--- config.mk ---
export PLATFORM = sky130hd
export DESIGN_NAME = wall_scan_ctrl
export DESIGN_NICKNAME = d
export VERILOG_FILES = /design/src/rtl/wall_scan_ctrl.sv
export SDC_FILE = /design/constraint.sdc
export NUM_CORES = 1
export LEC_CHECK = 0
export ABC_CLOCK_PERIOD_IN_PS = 4900
export BUFFER_PORTS_ARGS = -buffer_cell sky130_fd_sc_hd__buf_2
export CAP_MARGIN = 10
export CORE_MARGIN = 2
export CORE_UTILIZATION = 44
export DETAILED_ROUTE_END_ITERATION = 10
export PLACE_DENSITY = 0.69
export SLEW_MARGIN = 20
export SYNTH_ARGS = -nofsm -noshare
export SYNTH_HDL_FRONTEND = slang
export SYNTH_SLANG_ARGS = --single-unit
--- constraint.sdc ---
create_clock -name clk -period 4.9 [get_ports clk]
set_input_delay 0.49 -clock clk [delete_from_list [all_inputs] [get_ports clk]]
set_output_delay 0.49 -clock clk [all_outputs]
set_load 0.02 [all_outputs]
--- src/rtl/wall_scan_ctrl.sv ---
// wall_scan_ctrl: per-frame scheduler that runs a single sprite-vs-wall contact
// comparator over every entry of a synchronous wall-table ROM. It snapshots the
// sprite position on start and OR-accumulates a 4-direction collision vector.
// After done pulses, the latched results hold until the next scan completes.
module wall_scan_ctrl #(
    parameter int NUM_WALLS = 32,
    parameter int ADDR_W    = 5,
    parameter int HALF      = 20,
    parameter int BAND      = 4
) (
    input  logic              clk,
    input  logic              rst,
    input  logic              start,
    input  logic [9:0]        pos_h_CY,
    input  logic [9:0]        pos_v_CY,
    output logic [ADDR_W-1:0] wall_addr,
    input  logic [9:0]        wall_h,
    input  logic [9:0]        wall_v,
    input  logic              wall_en,
    output logic              busy,
    output logic              done,
    output logic [3:0]        collision,
    output logic              hit,
    output logic [ADDR_W-1:0] first_hit_idx
);

    typedef enum logic [1:0] {
        IDLE  = 2'd0,
        SCAN  = 2'd1,
        DRAIN = 2'd2
    } state_t;

    localparam logic [ADDR_W-1:0] LAST_ADDR = ADDR_W'(NUM_WALLS - 1);
    // Contact band: |distance| in [HALF-BAND+1, HALF]
    localparam logic signed [10:0] HALF_S   = 11'(HALF);
    localparam logic signed [10:0] BAND_LO  = 11'(HALF - BAND + 1);

    state_t              state_q;
    logic [9:0]          snap_h_q;
    logic [9:0]          snap_v_q;
    logic [ADDR_W-1:0]   wall_addr_q;
    // Marks that the ROM data on wall_h/wall_v belongs to an address presented
    // in the previous scan cycle (the first SCAN cycle has nothing to evaluate).
    logic                eval_valid_q;
    logic [ADDR_W-1:0]   eval_idx_q;

    logic [3:0]          coll_acc_q, coll_acc_d;
    logic                hit_acc_q, hit_acc_d;
    logic [ADDR_W-1:0]   first_acc_q, first_acc_d;

    logic                busy_q;
    logic                done_q;
    logic [3:0]          collision_q;
    logic                hit_q;
    logic [ADDR_W-1:0]   first_hit_q;

    logic signed [10:0]  dh;
    logic signed [10:0]  dv;
    logic [3:0]          entry_res;

    // Contact comparator: 11-bit signed differences so positions never wrap;
    // the vertical-overlap test wins, so each entry contributes at most one bit.
    always_comb begin
        dh        = $signed({1'b0, snap_h_q}) - $signed({1'b0, wall_h});
        dv        = $signed({1'b0, snap_v_q}) - $signed({1'b0, wall_v});
        entry_res = 4'b0000;
        if (eval_valid_q && wall_en) begin
            if ((dv > -HALF_S) && (dv < HALF_S)) begin
                if ((dh >= BAND_LO) && (dh <= HALF_S)) begin
                    entry_res = 4'b0001;
                end else if ((dh <= -BAND_LO) && (dh >= -HALF_S)) begin
                    entry_res = 4'b0010;
                end
            end else if ((dh > -HALF_S) && (dh < HALF_S)) begin
                if ((dv <= -BAND_LO) && (dv >= -HALF_S)) begin
                    entry_res = 4'b0100;
                end else if ((dv >= BAND_LO) && (dv <= HALF_S)) begin
                    entry_res = 4'b1000;
                end
            end
        end
    end

    // Accumulator next-state: OR in this entry, remember the first contacting index.
    always_comb begin
        coll_acc_d  = coll_acc_q | entry_res;
        hit_acc_d   = hit_acc_q;
        first_acc_d = first_acc_q;
        if (!hit_acc_q && (entry_res != 4'b0000)) begin
            hit_acc_d   = 1'b1;
            first_acc_d = eval_idx_q;
        end
    end

    // Scan FSM with registered outputs: IDLE -> SCAN -> DRAIN -> IDLE.
    always_ff @(posedge clk) begin
        if (rst) begin
            state_q      <= IDLE;
            snap_h_q     <= '0;
            snap_v_q     <= '0;
            wall_addr_q  <= '0;
            eval_valid_q <= 1'b0;
            eval_idx_q   <= '0;
            coll_acc_q   <= '0;
            hit_acc_q    <= 1'b0;
            first_acc_q  <= '0;
            busy_q       <= 1'b0;
            done_q       <= 1'b0;
            collision_q  <= '0;
            hit_q        <= 1'b0;
            first_hit_q  <= '0;
        end else begin
            done_q       <= 1'b0;
            eval_valid_q <= 1'b0;
            eval_idx_q   <= wall_addr_q;
            case (state_q)
                IDLE: begin
                    if (start) begin
                        snap_h_q    <= pos_h_CY;
                        snap_v_q    <= pos_v_CY;
                        coll_acc_q  <= '0;
                        hit_acc_q   <= 1'b0;
                        first_acc_q <= '0;
                        wall_addr_q <= '0;
                        busy_q      <= 1'b1;
                        state_q     <= SCAN;
                    end
                end
                SCAN: begin
                    eval_valid_q <= 1'b1;
                    coll_acc_q   <= coll_acc_d;
                    hit_acc_q    <= hit_acc_d;
                    first_acc_q  <= first_acc_d;
                    if (wall_addr_q == LAST_ADDR) begin
                        state_q <= DRAIN;
                    end else begin
                        wall_addr_q <= wall_addr_q + ADDR_W'(1);
                    end
                end
                DRAIN: begin
                    coll_acc_q  <= coll_acc_d;
                    hit_acc_q   <= hit_acc_d;
                    first_acc_q <= first_acc_d;
                    collision_q <= coll_acc_d;
                    hit_q       <= hit_acc_d;
                    first_hit_q <= first_acc_d;
                    busy_q      <= 1'b0;
                    done_q      <= 1'b1;
                    state_q     <= IDLE;
                end
                default: begin
                    busy_q  <= 1'b0;
                    state_q <= IDLE;
                end
            endcase
        end
    end

    assign wall_addr     = wall_addr_q;
    assign busy          = busy_q;
    assign done          = done_q;
    assign collision     = collision_q;
    assign hit           = hit_q;
    assign first_hit_idx = first_hit_q;

endmodule
Word-level counts from Yosys, hierarchy flattened
Cells that the tools add are included.

Add/subtract/negate cells: 3. $mul: 0. Div/mod/pow operators: 0. Order comparisons: 12. Eq/ne operators: 6. Shift operators: 0. Multiplexer cells: 24. Bitwise logic cells: 2. Reduce and logical (&&, ||, !) cells: 19.

Operators by type and width (number): 11-bit by 6-bit >= comparator with 1-bit output, second input constant (4); 11-bit by 6-bit <= comparator with 1-bit output, second input constant (4); 4-bit 2-to-1 mux (6); 11-bit by 6-bit > comparator with 1-bit output, second input constant (2); 11-bit by 6-bit less-than comparator with 1-bit output, second input constant (2); 10-bit by 10-bit subtractor with 11-bit output (2); 5-bit case mux with 2 select lines (2); 5-bit 2-to-1 mux (3); 1-bit logical AND (8); 2-bit 2-to-1 mux (4); 4-bit case mux with 2 select lines (1); 2-bit AND reduction (4); 2-bit != test, second input constant (3); 5-bit by 1-bit adder with 5-bit output, second input constant (1); 5-bit equality test, second input constant (1); 1-bit 2-to-1 mux (5); 4-bit OR (1); 1-bit case mux with 2 select lines (2); 2-bit case mux with 2 select lines (1); 2-bit nonzero test (2); 4-bit nonzero test (1); 3-bit AND reduction (1); 2-bit by 1-bit equality test with 1-bit output, second input constant (1); 2-bit equality test, second input constant (1); 4 further kinds (4).

Register bits after elaboration: 55. Latch bits: 0. Bits in writable memories: 0. Bits in read-only memories: 0. Bits of input ports: 44. Output and inout bits: 17. Logic and storage cells: 80. Memories: 0.

Depth between registers and ports, before layout
Depth in word-level cells: 12. Depth in mapped cells: 15. Depth with buffers taken out: 14.

Worst setup path after synthesis
Ideal clock, no wire load.

Kind: input port to flip-flop. Start: input wall_h[0]. End: register first_hit_q[2], in the netlist first_hit_idx[2]. Setup time: 0.088 ns. Arrival time: 3.459 ns. Data required time: 4.812 ns. Path slack: 1.353 ns. Stages on the path: 14. Buffers on the path: 1. Cell sequence: ha_1 > inv_1 > fa_1 > a211oi_1 > nor4b_1 > a2111oi_2 > nand4_1 > a2111oi_2 > a2bb2oi_1 > nand2b_4 > o32ai_4 > buf_8 > nor3b_1 > nor4_2.

Longest elaborated chain between the ends: 10. Elaborated cells on any way between the ends: 18. Classes of those cells: add/sub (1); order compare (6); mux (6); reduce/logical (5).

RTL lines: start, declared (line 17) `input logic [9:0] wall_h,`; 10-bit by 10-bit subtractor with 11-bit output * (line 64) `dh = $signed({1'b0, snap_h_q}) - $signed({1'b0, wall_h});`; 11-bit by 6-bit <= comparator with 1-bit output / 11-bit by 6-bit >= comparator with 1-bit output (equally long branches) (line 71) `end else if ((dh <= -BAND_LO) && (dh >= -HALF_S)) begin`; 1-bit logical AND (line 71); 2-bit 2-to-1 mux (line 71); 2-bit 2-to-1 mux (line 69) `if ((dh >= BAND_LO) && (dh <= HALF_S)) begin`; 4-bit 2-to-1 mux * (line 68) `if ((dv > -HALF_S) && (dv < HALF_S)) begin`; 4-bit 2-to-1 mux * (line 67) `if (eval_valid_q && wall_en) begin`; 4-bit nonzero test * (line 89) `if (!hit_acc_q && (entry_res != 4'b0000)) begin`; 1-bit logical AND * (line 89); 5-bit 2-to-1 mux * (line 89); end signal, assigned (line 146) `first_hit_q <= first_acc_d;`; end, declared (line 55) `logic [ADDR_W-1:0] first_hit_q;`.

Mark *: on every way between the ends. The rest lies on a longest branch, timed or not. A chain may end at the register's enable or synchronous reset.

Final worst setup path
Start: register snap_h_q[0]. End: register first_hit_q[3], in the netlist first_hit_idx[3].

Longest elaborated chain between the ends: 10. Elaborated cells on any way between the ends: 18. Classes of those cells: add/sub (1); order compare (6); mux (6); reduce/logical (5).

RTL lines: start, declared (line 39) `logic [9:0] snap_h_q;`; start signal, assigned (line 119) `snap_h_q <= pos_h_CY;`; 10-bit by 10-bit subtractor with 11-bit output * (line 64); 11-bit by 6-bit <= comparator with 1-bit output / 11-bit by 6-bit >= comparator with 1-bit output (equally long branches) (line 71); 1-bit logical AND (line 71); 2-bit 2-to-1 mux (line 71); 2-bit 2-to-1 mux (line 69); 4-bit 2-to-1 mux * (line 68); 4-bit 2-to-1 mux * (line 67); 4-bit nonzero test * (line 89); 1-bit logical AND * (line 89); 5-bit 2-to-1 mux * (line 89).

Marked as above.

==> summary.md <==
| Metric | Value |
|---|---|
| Post_cts resized | `0` |
| Max-cap violations | `0` |
| Row count | `33` |
| Post-synthesis adder-cell area fraction | `9.69%` |
| Synthesis warning total | `0` |
| Setup-failing EPs final | `0` |
| Post-synthesis sequential area ratio | `30.2%` |
| Synth cell count leaders | `65 x nand2_1, 55 x dfxtp_1, 42 x a21oi_1` |
| Starting density of the core | `44.8%` |
| WP data required | `5070 ps` |
| R2R Path End | `first_hit_idx[3]` |
| CTS Buffer Depth | `2` |
| Die Ht | `95.0 um` |
| Layout cells sized above 1 | `16.5%` |
| Routed wire per std cell | `13.1 um` |
| Vias | `3286` |
| Clock transition at the registers of the reported paths | `100 ps` |
| Die Wd | `95.0 um` |
| Main combinational cell family by area after synthesis | `simple AND/OR/NAND/NOR gates` |
| Clk_lat worst skew | `320 ps` |
| Slew Viols, Final | `0` |
| Post-Synth XOR/XNOR Area | `4.33%` |
| Final min period | `3890 ps` |
| HP Start | `pos_h_CY[2]` |
| Synth cell types | `59` |
| Post-Syn Instances | `456` |
| Leakage power | `1.77 nW` |
| Fmax | `0.257 GHz` |
| Area leader, netlist | `dfxtp_1` |
| Hold_buf cts | `0` |
| WL final | `7970 um` |
| Largest net degree at the start of global routing | `53` |
| Final TNS setup | `0 ps` |
| Final HPWL DP | `5950 um` |
| Post-synthesis mux area share | `1.65%` |
| Remaining DRCs | `0` |
| Vias in the first global route | `3043` |
| Post-CTS Setup Inserts | `0` |
| Synth Area per Inst | `7.98 um2` |
| Peak VDD IR | `117 uV` |
| Inserted Clock Buffers | `5` |
| Syn Std Cell Area | `3640 um2` |
| Power Dens Cells | `251 nW/um2` |
| Post-synth EDFFs | `0` |
| Final hold vios | `0` |
| DR vias/cell | `5.40` |
| Compound-Gate Fraction of Synth Area | `21.8%` |
| Routability congestion estimate | `0.844` |
| Worst Hold Path EP | `snap_h_q[2]` |
| Register bit total from synthesis | `55` |
| CTS tree | `done` |
| Worst clock skew | `9.27 ps` |
| First-pass GRT wire length | `13200 um` |
| Total track usage | `17.9%` |
| CP max FO | `15` |
| RR Startpoint | `snap_h_q[0]` |
| Root Driver | `clkbuf_8` |
| Status | `finished clean` |
| Synth top area cells | `dfxtp_1 30%, ha_1 8.6%, nand2_1 6.7%, a21oi_1 5.8%, nor2_1 3.6%` |
| Post-synth top area share | `30.2%` |
| Antenna Nets Post-Route | `0` |
| Top_reg_cell synth | `dfxtp_1` |
| Initial DRC count | `114` |
| Crit end category | `flip-flop` |
| Startpoint type of the worst setup path | `flip-flop` |
| Port Buffers | `60` |
| FF-to-FF setup slack | `1010 ps` |
| Drt pass-1 iters | `5` |
| Simple-gate share of the synthesized area | `26.6%` |
| Ports | `61` |
| Post-route clock period utilization | `79.4%` |
| Antenna Cells | `0` |
| Hold Path Class | `in2reg` |
| Async S/R FF share, synth | `0%` |
| Synth Net Count | `527` |
| Die area | `9020 um2` |
| RSZ-0062 raised after global routing | `false` |
| Clock sinks | `55` |
| Tightest Pin Transition | `1030 ps` |
| R2r worst-path depth | `14` |
| CTS HTree Levels | `2` |
| Most common cell in the netlist | `nand2_1` |
| CP Class | `reg2reg` |
| Core ar. | `8130 um2` |
| Critical Path AT | `4050 ps` |
| Global route overflow | `0` |
| Initial antenna violation count | `0` |
| Area Growth Syn to Fin | `11.7%` |
| Final #Nets | `573` |
| Total power | `0.00102 W` |
| Worst hold stages | `3` |
| Slew margin rel. | `31.5%` |
[stage by stage]
step	setup slack (ps)	std cells	instance area [um2]	utilization, %	hold WS [ps]
after floorplan	1350	456	3640	-	436
after global placement	879	600	3980	48.9	444
after detailed placement	782	600	3980	48.9	448
after CTS	1000	608	4070	50.0	388
after global routing	694	608	4070	50.0	391
final	1010	608	4070	50.0	397
[worst max-delay path by stage]
stage                            from                to  slack [ps]  cells after the start
after detailed placement    wall_h[0]  first_hit_idx[3]         780                     14
after global routing      snap_h_q[0]  first_hit_idx[0]         690                     14
final                     snap_h_q[0]  first_hit_idx[3]        1010                     14
after floorplan             wall_h[0]  first_hit_idx[2]        1350                     14
after global placement      wall_h[0]  first_hit_idx[3]         880                     14
after CTS                 snap_h_q[0]  first_hit_idx[2]        1000                     14
[registers in the layout, summed over array words and instances (netlist names)]
name,cells
busy,1
first_hit_idx,5
eval_idx_q,5
coll_acc_q,4
hit,1
done,1
hit_acc_q,1
snap_h_q,10
snap_v_q,10
eval_valid_q,1
collision,4
first_acc_q,5
state_q,2
wall_addr,5
[power breakdown]
part / total (W) / switching (W) / leakage, nW / internal, W
clock network: 0.000263 / 0.000160 / 0.0485 / 0.000103
registers: 0.000470 / 0.00000869 / 0.447 / 0.000461
logic: 0.000288 / 0.000170 / 1.27 / 0.000118
total: 0.00102 / 0.000339 / 1.77 / 0.000682
[routing by layer]
metal / vias up / GRT usage [%] / routed length, um
li1: 1703 / - / -
met1: 1494 / 23.0 / 3690
met2: 82 / 31.8 / 3830
met3: 7 / 2.15 / 357
met4: 0 / 4.71 / 96
met5: - / 0 / 0
[layout make-up]
| type | instances | area (um2) |
|---|---|---|
| clock buffers | 5 | 68.8 |
| clock inverters | 3 | 22.5 |
| fillers | 817 | 4070 |
| inverters | 30 | 113 |
| multi-input cells | 350 | 2330 |
| flip-flops and latches | 55 | 1100 |
| well taps | 105 | 131 |
| repair buffers | 60 | 300 |
[layout by cell type (no fill, tap or decap), types with 3 or more instances in the layout]
cell / n
inv_1: 30
nor2b_1: 12
nor4_1: 6
and3_1: 3
nor3_1: 7
nand4_1: 8
and3b_1: 6
a211oi_1: 13
buf_2: 60
nor2_1: 35
nor3b_1: 7
a21o_1: 9
nor4_2: 3
xor2_1: 8
o21ai_0: 16
mux2i_1: 6
nand2b_1: 5
ha_1: 25
xnor2_1: 10
nand3_1: 7
o21ai_1: 3
a21oi_1: 42
and2_1: 4
clkbuf_8: 5
dfxtp_1: 55
nand2_1: 65
a31oi_1: 8
a211o_1: 3
[cells by family after synthesis]
logic type / after synthesis
simple gates: 183
compound gates: 116
flops: 55
buf+inv: 51
fa+ha+maj: 27
xor+xnor: 18
mux: 6
[critical path, cell delays in order (launching register included)]
cell and delay (ps):
dfxtp_1 330, inv_1 50, ha_1 160, inv_1 50, fa_1 410, a211oi_1 410
nor4b_1 120, a2111oi_2 380, nand4_1 160, a2111oi_2 430, a2bb2oi_1 160, nand2b_4 170
o32ai_4 580, and3b_1 280, nor4_2 50
(Power assumes the default switching activity.)
